### src/rtl/mips_multicycle_ctrl.sv
// Control sequencer for the MIPS32 multi-cycle datapath: one phase per clock,
// decodes opcode/funct, counts retired instructions and traps on bad encodings.
module mips_multicycle_ctrl #(
    parameter int CNT_W = 32
) (
    input  logic             clk,
    input  logic             rst,
    input  logic             run,
    input  logic [5:0]       opcode,
    input  logic [5:0]       funct,
    input  logic             zero,
    output logic             pc_en,
    output logic [1:0]       pc_source,
    output logic             i_or_d,
    output logic             ir_write,
    output logic             sig_mem_read,
    output logic             sig_mem_write,
    output logic             sig_reg_write,
    output logic             reg_dst,
    output logic             mem_to_reg,
    output logic             alu_src_a,
    output logic [1:0]       alu_src_b,
    output logic [2:0]       alu_op,
    output logic [3:0]       state,
    output logic             illegal,
    output logic [CNT_W-1:0] retired
);

    typedef enum logic [3:0] {
        S_FETCH     = 4'd0,
        S_DECODE    = 4'd1,
        S_MEM_ADDR  = 4'd2,
        S_MEM_READ  = 4'd3,
        S_MEM_WB    = 4'd4,
        S_MEM_WRITE = 4'd5,
        S_EXECUTE   = 4'd6,
        S_R_WB      = 4'd7,
        S_BRANCH    = 4'd8,
        S_JUMP      = 4'd9,
        S_ADDI_EX   = 4'd10,
        S_ADDI_WB   = 4'd11,
        S_TRAP      = 4'd12
    } state_t;

    localparam logic [5:0] OP_RTYPE = 6'b000000;
    localparam logic [5:0] OP_LW    = 6'b100011;
    localparam logic [5:0] OP_SW    = 6'b101011;
    localparam logic [5:0] OP_BEQ   = 6'b000100;
    localparam logic [5:0] OP_J     = 6'b000010;
    localparam logic [5:0] OP_ADDI  = 6'b001000;

    localparam logic [2:0] ALU_AND = 3'b000;
    localparam logic [2:0] ALU_OR  = 3'b001;
    localparam logic [2:0] ALU_ADD = 3'b010;
    localparam logic [2:0] ALU_SUB = 3'b110;
    localparam logic [2:0] ALU_SLT = 3'b111;

    state_t           r_state;
    state_t           w_next;
    logic [CNT_W-1:0] r_retired;
    logic             w_pc_write;
    logic             w_pc_write_cond;
    logic             w_retire;
    logic             w_funct_ok;
    logic [2:0]       w_r_alu_op;

    // R-type funct decode; unknown funct falls back to ADD and steers to TRAP.
    always_comb begin
        w_funct_ok = 1'b1;
        w_r_alu_op = ALU_ADD;
        case (funct)
            6'b100100: w_r_alu_op = ALU_AND;
            6'b100101: w_r_alu_op = ALU_OR;
            6'b100000: w_r_alu_op = ALU_ADD;
            6'b100010: w_r_alu_op = ALU_SUB;
            6'b101010: w_r_alu_op = ALU_SLT;
            default:   w_funct_ok = 1'b0;
        endcase
    end

    always_comb begin
        w_next = S_TRAP;
        case (r_state)
            S_FETCH:     w_next = run ? S_DECODE : S_FETCH;
            S_DECODE: begin
                case (opcode)
                    OP_RTYPE:      w_next = S_EXECUTE;
                    OP_LW, OP_SW:  w_next = S_MEM_ADDR;
                    OP_BEQ:        w_next = S_BRANCH;
                    OP_J:          w_next = S_JUMP;
                    OP_ADDI:       w_next = S_ADDI_EX;
                    default:       w_next = S_TRAP;
                endcase
            end
            S_MEM_ADDR:  w_next = (opcode == OP_SW) ? S_MEM_WRITE : S_MEM_READ;
            S_MEM_READ:  w_next = S_MEM_WB;
            S_EXECUTE:   w_next = w_funct_ok ? S_R_WB : S_TRAP;
            S_ADDI_EX:   w_next = S_ADDI_WB;
            S_MEM_WB, S_MEM_WRITE, S_R_WB,
            S_BRANCH, S_JUMP, S_ADDI_WB: w_next = S_FETCH;
            default:     w_next = S_TRAP;
        endcase
    end

    always_comb begin
        w_pc_write      = 1'b0;
        w_pc_write_cond = 1'b0;
        pc_source       = 2'b00;
        i_or_d          = 1'b0;
        ir_write        = 1'b0;
        sig_mem_read    = 1'b0;
        sig_mem_write   = 1'b0;
        sig_reg_write   = 1'b0;
        reg_dst         = 1'b0;
        mem_to_reg      = 1'b0;
        alu_src_a       = 1'b0;
        alu_src_b       = 2'b00;
        alu_op          = 3'b000;
        case (r_state)
            S_FETCH: begin
                if (run) begin
                    sig_mem_read = 1'b1;
                    ir_write     = 1'b1;
                    alu_src_b    = 2'b01;
                    alu_op       = ALU_ADD;
                    w_pc_write   = 1'b1;
                end
            end
            S_DECODE: begin
                alu_src_b = 2'b11;
                alu_op    = ALU_ADD;
            end
            S_MEM_ADDR, S_ADDI_EX: begin
                alu_src_a = 1'b1;
                alu_src_b = 2'b10;
                alu_op    = ALU_ADD;
            end
            S_MEM_READ: begin
                i_or_d       = 1'b1;
                sig_mem_read = 1'b1;
            end
            S_MEM_WB: begin
                sig_reg_write = 1'b1;
                mem_to_reg    = 1'b1;
            end
            S_MEM_WRITE: begin
                i_or_d        = 1'b1;
                sig_mem_write = 1'b1;
            end
            S_EXECUTE: begin
                alu_src_a = 1'b1;
                alu_op    = w_r_alu_op;
            end
            S_R_WB: begin
                sig_reg_write = 1'b1;
                reg_dst       = 1'b1;
            end
            S_BRANCH: begin
                alu_src_a       = 1'b1;
                alu_op          = ALU_SUB;
                w_pc_write_cond = 1'b1;
                pc_source       = 2'b01;
            end
            S_JUMP: begin
                w_pc_write = 1'b1;
                pc_source  = 2'b10;
            end
            S_ADDI_WB: sig_reg_write = 1'b1;
            default: ;
        endcase
    end

    always_comb begin
        w_retire = 1'b0;
        case (r_state)
            S_MEM_WB, S_MEM_WRITE, S_R_WB,
            S_BRANCH, S_JUMP, S_ADDI_WB: w_retire = 1'b1;
            default: w_retire = 1'b0;
        endcase
    end

    always_ff @(posedge clk) begin
        if (rst) begin
            r_state   <= S_FETCH;
            r_retired <= '0;
        end else begin
            r_state <= w_next;
            if (w_retire) begin
                r_retired <= r_retired + {{(CNT_W-1){1'b0}}, 1'b1};
            end
        end
    end

    assign pc_en   = w_pc_write | (w_pc_write_cond & zero);
    assign state   = r_state;
    assign illegal = (r_state == S_TRAP);
    assign retired = r_retired;

endmodule

### config.mk
export PLATFORM = sky130hd
export DESIGN_NAME = mips_multicycle_ctrl
export DESIGN_NICKNAME = d
export VERILOG_FILES = /design/src/rtl/mips_multicycle_ctrl.sv
export SDC_FILE = /design/constraint.sdc
export NUM_CORES = 1
export LEC_CHECK = 0
export BUFFER_PORTS_ARGS = -buffer_cell sky130_fd_sc_hd__buf_2
export CORE_MARGIN = 2
export CORE_UTILIZATION = 56
export DETAILED_ROUTE_END_ITERATION = 16
export PLACE_DENSITY_LB_ADDON = 0.2
export SYNTH_ARGS = -nofsm -noshare
export SYNTH_HDL_FRONTEND = slang
export SYNTH_SLANG_ARGS = --single-unit
### constraint.sdc
create_clock -name clk -period 2.83 [get_ports clk]
set_input_delay 0.1415 -clock clk [delete_from_list [all_inputs] [get_ports clk]]
set_output_delay 0.1415 -clock clk [all_outputs]
set_load 0.005 [all_outputs]
Yosys cells after proc, flatten, opt, wreduce, memory -nomap -nowiden

Cells that the tools add are included.

Multiplexer cells: 24
Div/mod/pow operators: 0
Multipliers: 0
Shift operators: 0
Magnitude comparators: 0
Bitwise logic cells: 2
Add/subtract/negate cells: 1
Eq/ne operators: 22
Reductions and logical operators: 10

Operator list:

| operator                                                              | count |
|---|---|
| 6-bit equality test, second input constant                            | 7 |
| 32-bit by 1-bit adder with 32-bit output, second input constant       | 1 |
| 4-bit one-hot mux with 7 select lines                                 | 1 |
| 3-bit one-hot mux with 4 select lines                                 | 2 |
| 4-bit equality test, second input constant                            | 5 |
| 4-bit one-hot mux with 5 select lines                                 | 1 |
| 4-bit by 3-bit equality test with 1-bit output, second input constant | 4 |
| 1-bit 2-to-1 mux                                                      | 13 |
| 4-bit by 2-bit equality test with 1-bit output, second input constant | 2 |
| 6-bit by 2-bit equality test with 1-bit output, second input constant | 1 |
| 6-bit by 3-bit equality test with 1-bit output, second input constant | 1 |
| 6-bit by 4-bit equality test with 1-bit output, second input constant | 1 |
| 6-bit zero test                                                       | 1 |
| 2-bit one-hot mux with 3 select lines                                 | 1 |
| 2-bit OR reduction                                                    | 3 |
| 3-bit OR reduction                                                    | 2 |
| 6-bit OR reduction                                                    | 1 |
| 5-bit OR reduction                                                    | 1 |
| 4-bit by 1-bit equality test with 1-bit output, second input constant | 1 |
| 4-bit zero test                                                       | 1 |
| 4-bit 2-to-1 mux                                                      | 1 |
| 1-bit one-hot mux with 2 select lines                                 | 2 |
| 2-bit one-hot mux with 2 select lines                                 | 1 |
| 4-bit OR reduction                                                    | 1 |
| 4 further kinds                                                       | 4 |

Flip-flop bits (word level): 36
Logic and storage cells: 61
Memories: 0
RAM bits: 0
Output and inout port bits: 53
Memory bits (read-only): 0
Input bits: 16
Bits in latches: 0

Logic depth before layout (Yosys ltp)

Word-level depth: 5
Depth in mapped cells: 6
Mapped depth without buffers: 4

Least setup slack after synthesis

Ideal clock, no wire load.

Path kind: register -> register
Start: reg r_state[3] (netlist: state[3])
End: reg r_retired[25] (netlist: retired[25])
Slack: 1.119 ns
Library setup time: 0.121 ns
Data arrival time: 1.591 ns
Stages on the path, launching flop included: 7
Buffers on the path: 2
Path through: dfxtp_1 > buf_4 > xor2_4 > nand3_4 > buf_6 > nor4_1 > mux2_2

Longest elaborated chain between the ends: 3
Elaborated cells between the ends (all ways): 8
Classes of those cells: eq/ne (6); mux (1); reduce/logical (1)

RTL lines:

| element                                                                                      | RTL line | text |
|---|---|---|
| start, declared                                                                              | 58       | `state_t r_state;` |
| start signal, assigned                                                                       | 187      | `r_state <= w_next;` |
| 4-bit by 3-bit equality test with 1-bit output / 4-bit equality test (equally long branches) | 175      | `case (r_state)` |
| 6-bit OR reduction *                                                                         | 175      |  |
| 1-bit 2-to-1 mux *                                                                           | 175      |  |
| end signal, assigned                                                                         | 189      | `r_retired <= r_retired + {{(CNT_W-1){1'b0}}, 1'b1};` |
| end, declared                                                                                | 60       | `logic [CNT_W-1:0] r_retired;` |

Mark *: on every way between the ends. The rest lies on a longest branch, timed or not.
A chain may end at the register's enable or synchronous reset.

Worst setup path after layout

Start: reg r_state[2] (netlist: state[2])
End: reg r_retired[29] (netlist: retired[29])

Same word-level chain as after synthesis.

==> run summary <==
For the portion of total power attributed to combinational logic, the log shows 10.1%. After synthesis, the most frequently instantiated cells are 36 x dfxtp_1, 33 x nor2_1, 17 x a21oi_1. Registers take 721 um^2. The antenna diode count came out at 0. After the first detailed-routing iteration, the DRC count stood at 148.

Summed over all instances, the cell type with the most area after synthesis is dfxtp_1. The logs give 3.62 mm for the estimated wirelength of the detail-placed design and 1.19 nW for the static leakage power. The post-synthesis instance area is 2280 um^2. The congestion estimate from routability-driven global placement came to 0.804.

The first-pass GRT wire length came out at 8.02 mm. The worst setup path is launched from a flip-flop. For the number of iterations in the first detailed-routing pass, the log shows 4.

Proportion of total power due to net switching: 23.3%. The core region is 3940 um^2. The number of enable flip-flop cells after synthesis works out to 0.

The tools report the worst path required time as 3.01 ns. The post-placement cell area came out at 2590 um^2. The critical path is of the reg2reg type.

Most used standard cell by instance count after synthesis: dfxtp_1. The net count of the mapped netlist is 296, and the area overhead of the layout relative to synthesis is 19.3%. For the count of clock tree sinks, the log shows 36.

The run finished with clean final reports. Timing would allow up to 471 MHz. The width of the die was 67.8 um. The multi-input combinational cell area was 1430 um^2. Setup repair after global routing left no endpoint under its margin. The routed design could run at a clock period as short as 2.12 ns. Setup violations remaining at the end of the flow were counted as 0. Summing the sequential cell areas from Yosys gives 31.6% of the chip area. Sorting the synthesized cells by area gives the leading types as dfxtp_1 32%, mux2_2 5.9%, nor2_1 5.4%, nor2b_1 3.8%, a21oi_1 3.7%.

TritonCTS built the clock tree. For the number of max-slew violations in the final report, the log shows 0. At the pin with the least slew margin, the transition time is 0.853 ns. The tools report the number of buffers inserted to repair setup after CTS as 0. Once the clock tree was built, the resizer swapped 0 gates to a different size. Counting flops with an async set or reset pin after synthesis yields a share of 0%.

The synthesized netlist cell count is 279, and the total congestion overflow after global routing is 0. Dividing the detail-routed wire length by the instance count gives 13.2 um. Count of input and output buffers: 68.

Dividing the detail-routed via count by the number of cells gives 5.80. Instance count after placement with tap cells included: 381. The wire length reported by the detailed router is 5.15 mm. On the worst path, the slowest cell contributes a delay of 0.75 ns. Overall die area: 4590 um^2.

The tools report the maximum number of pins on one net before global-route repair as 50. Kind of cell with the highest combined delay on the critical path: flip-flops. The tools report the peak supply drop as 0.332 mV.

The row count was 23. Walking the worst path, the cells encountered are xor2_4, nand3_4, nor4_1, mux2_2. Pin placement for this block handled 69 I/O pins. Clock skew on the completed layout was measured at 0.00707 ns. Largest driver fanout on the critical path: 17. Worst-path cell with the longest stage delay: dfxtp_1. The number of buffers and inverters on the critical path is 0.

For the via count of the first global-routing pass, the log shows 1757. Dividing the final minimum period by the clock period gives 75.0%. After synthesis the netlist holds a flip-flop and latch count of 36. The number of nets with antenna violations after routing came out at 0. For the headroom to the max-slew limit, the log shows 43.2%. After synthesis, the mean cell area works out to 8.16 um^2. Sequential cells burn 45.9% of the power.

The worst setup path is captured at a flip-flop. After clock tree synthesis, the clock-pin slew on the worst setup and hold paths is 0.07 ns. The internal power of the cells totals 872 uW. The count of final hold-check violations was 0. The total number of vias is 2256, and the post-layout instance area is 2720 um^2.

For this run, the leading register cell type out of synthesis is dfxtp_1. In this run the worst hold path is classified as in2reg. The number of different library cells used by synthesis comes to 49. The analysis attributes to net switching a power of 265 uW.

The later pin in the worst-skew pair is clocked with a latency of 0.29 ns. The cell sitting at the root of the clock tree is a clkbuf_8. The DRC violation count after routing was 0. In this run the biggest area consumer among cell types represents 31.6% of the synthesized area.

The tools report the count of hold-fix buffers inserted at cts as 0. Adding up every negative setup slack in the final design gives 0 ns. The clock passes through at most 2 buffers.

Measured along the y axis, the die boundary spans 67.8 um. In this run, the clock network consumes 44.0% of the power. Dividing total power by cell area gives a power density of 418 nW/um^2.

The number of antenna violations at the first check in global routing came out at 0. The tools report the all-layer global routing usage as 22.7%. Arrival time of data at the critical path endpoint: 2.30 ns.

The finished layout holds 389 standard cells, fillers aside. In this run the number of H-tree levels came out at 2. The run gives 0 as the max-cap check violation count.

Once the floorplan was initialized, standard cells occupied 57.8% of the core. In the final layout, the share of cells above drive strength 1 is 29.2%. In the final design database the tool counted 355 nets. For the number of CTS-inserted buffers, the log shows 5. The Yosys warning count is 0. The layout has 353 filler cells.
per-layer routing:
metal  global-route usage, %  vias to the layer above  wire length, um
met5                       0                        -                0
met4                    8.50                        0               80
met3                    5.00                        7              201
met2                    35.9                       56             2380
met1                    30.2                     1048             2490
li1                        -                     1145                -
worst min-delay path, stage by stage:
cell,delay (ns)
buf_2,0.12
nand2_1,0.08
a31oi_1,0.07
worst paths after layout:
path                            slack [ns]           to  cells past startpoint   startpoint
worst max-delay path                  0.71  retired[29]                      4     state[2]
worst max register to register        0.71  retired[29]                      4     state[2]
worst min-delay path                  0.17     state[0]                      3          run
worst min register to register        0.50  retired[18]                      2  retired[18]
layout make-up:
cell class	count	share of cell area (%)
sequential	36	26.5
tap	50	2.30
timing repair buffer	69	12.8
clock inverter	1	1.10
inverter	8	1.10
multi-input combinational	218	52.6
clock buffer	7	3.55
cells by family after synthesis:
group | after synthesis | synth area share, %
simple gates | 141 | 36.4
fa+ha+maj | 1 | 0.549
flops | 36 | 31.6
xor+xnor | 9 | 4.29
buf+inv | 25 | 5.55
mux | 14 | 6.81
compound gates | 53 | 14.7
cells in the final DEF, fill, tap and decap left out, drive strengths merged, types with 2 or more instances in the layout:
cell,count
buf,69
dfxtp,36
nor2,33
a21oi,17
nor2b,14
nand4,14
nor4,13
nand2,13
mux2,12
o21ai,11
nand3,10
nor3,8
inv,8
o31ai,8
and3,7
or3,7
clkbuf,7
or4,6
xor2,6
and2,5
and4,5
nand2b,4
xnor2,3
a22oi,2
nor4b,2
a211o,2
a211oi,2
mux2i,2
a31oi,2
o21a,2
through the flow:
step                      setup slack, ns  hold WS [ns]  total power, mW  util (%)
after floorplan                      1.12         0.305            0.605         -
after global placement              0.762         0.464            0.646      65.7
after detailed placement            0.712         0.468            0.649      65.7
after CTS                           0.710         0.160             1.15      68.9
after global routing                0.542         0.163             1.18      68.9
final                               0.708         0.167             1.14      68.9
state kept, by name, summed over array words and instances, names as in the netlist:
register	count
retired	32
state	4
power groups by stage:
| stage | Sequential (mW) | Combinational (mW) | Clock [mW] |
|---|---|---|---|
| after floorplan | 0.528 | 0.0772 | 0 |
| after global placement | 0.533 | 0.113 | 0 |
| after detailed placement | 0.533 | 0.115 | 0 |
| after CTS | 0.522 | 0.116 | 0.509 |
| after global routing | 0.523 | 0.129 | 0.529 |
| final | 0.522 | 0.115 | 0.500 |
(Power assumes the default switching activity.)
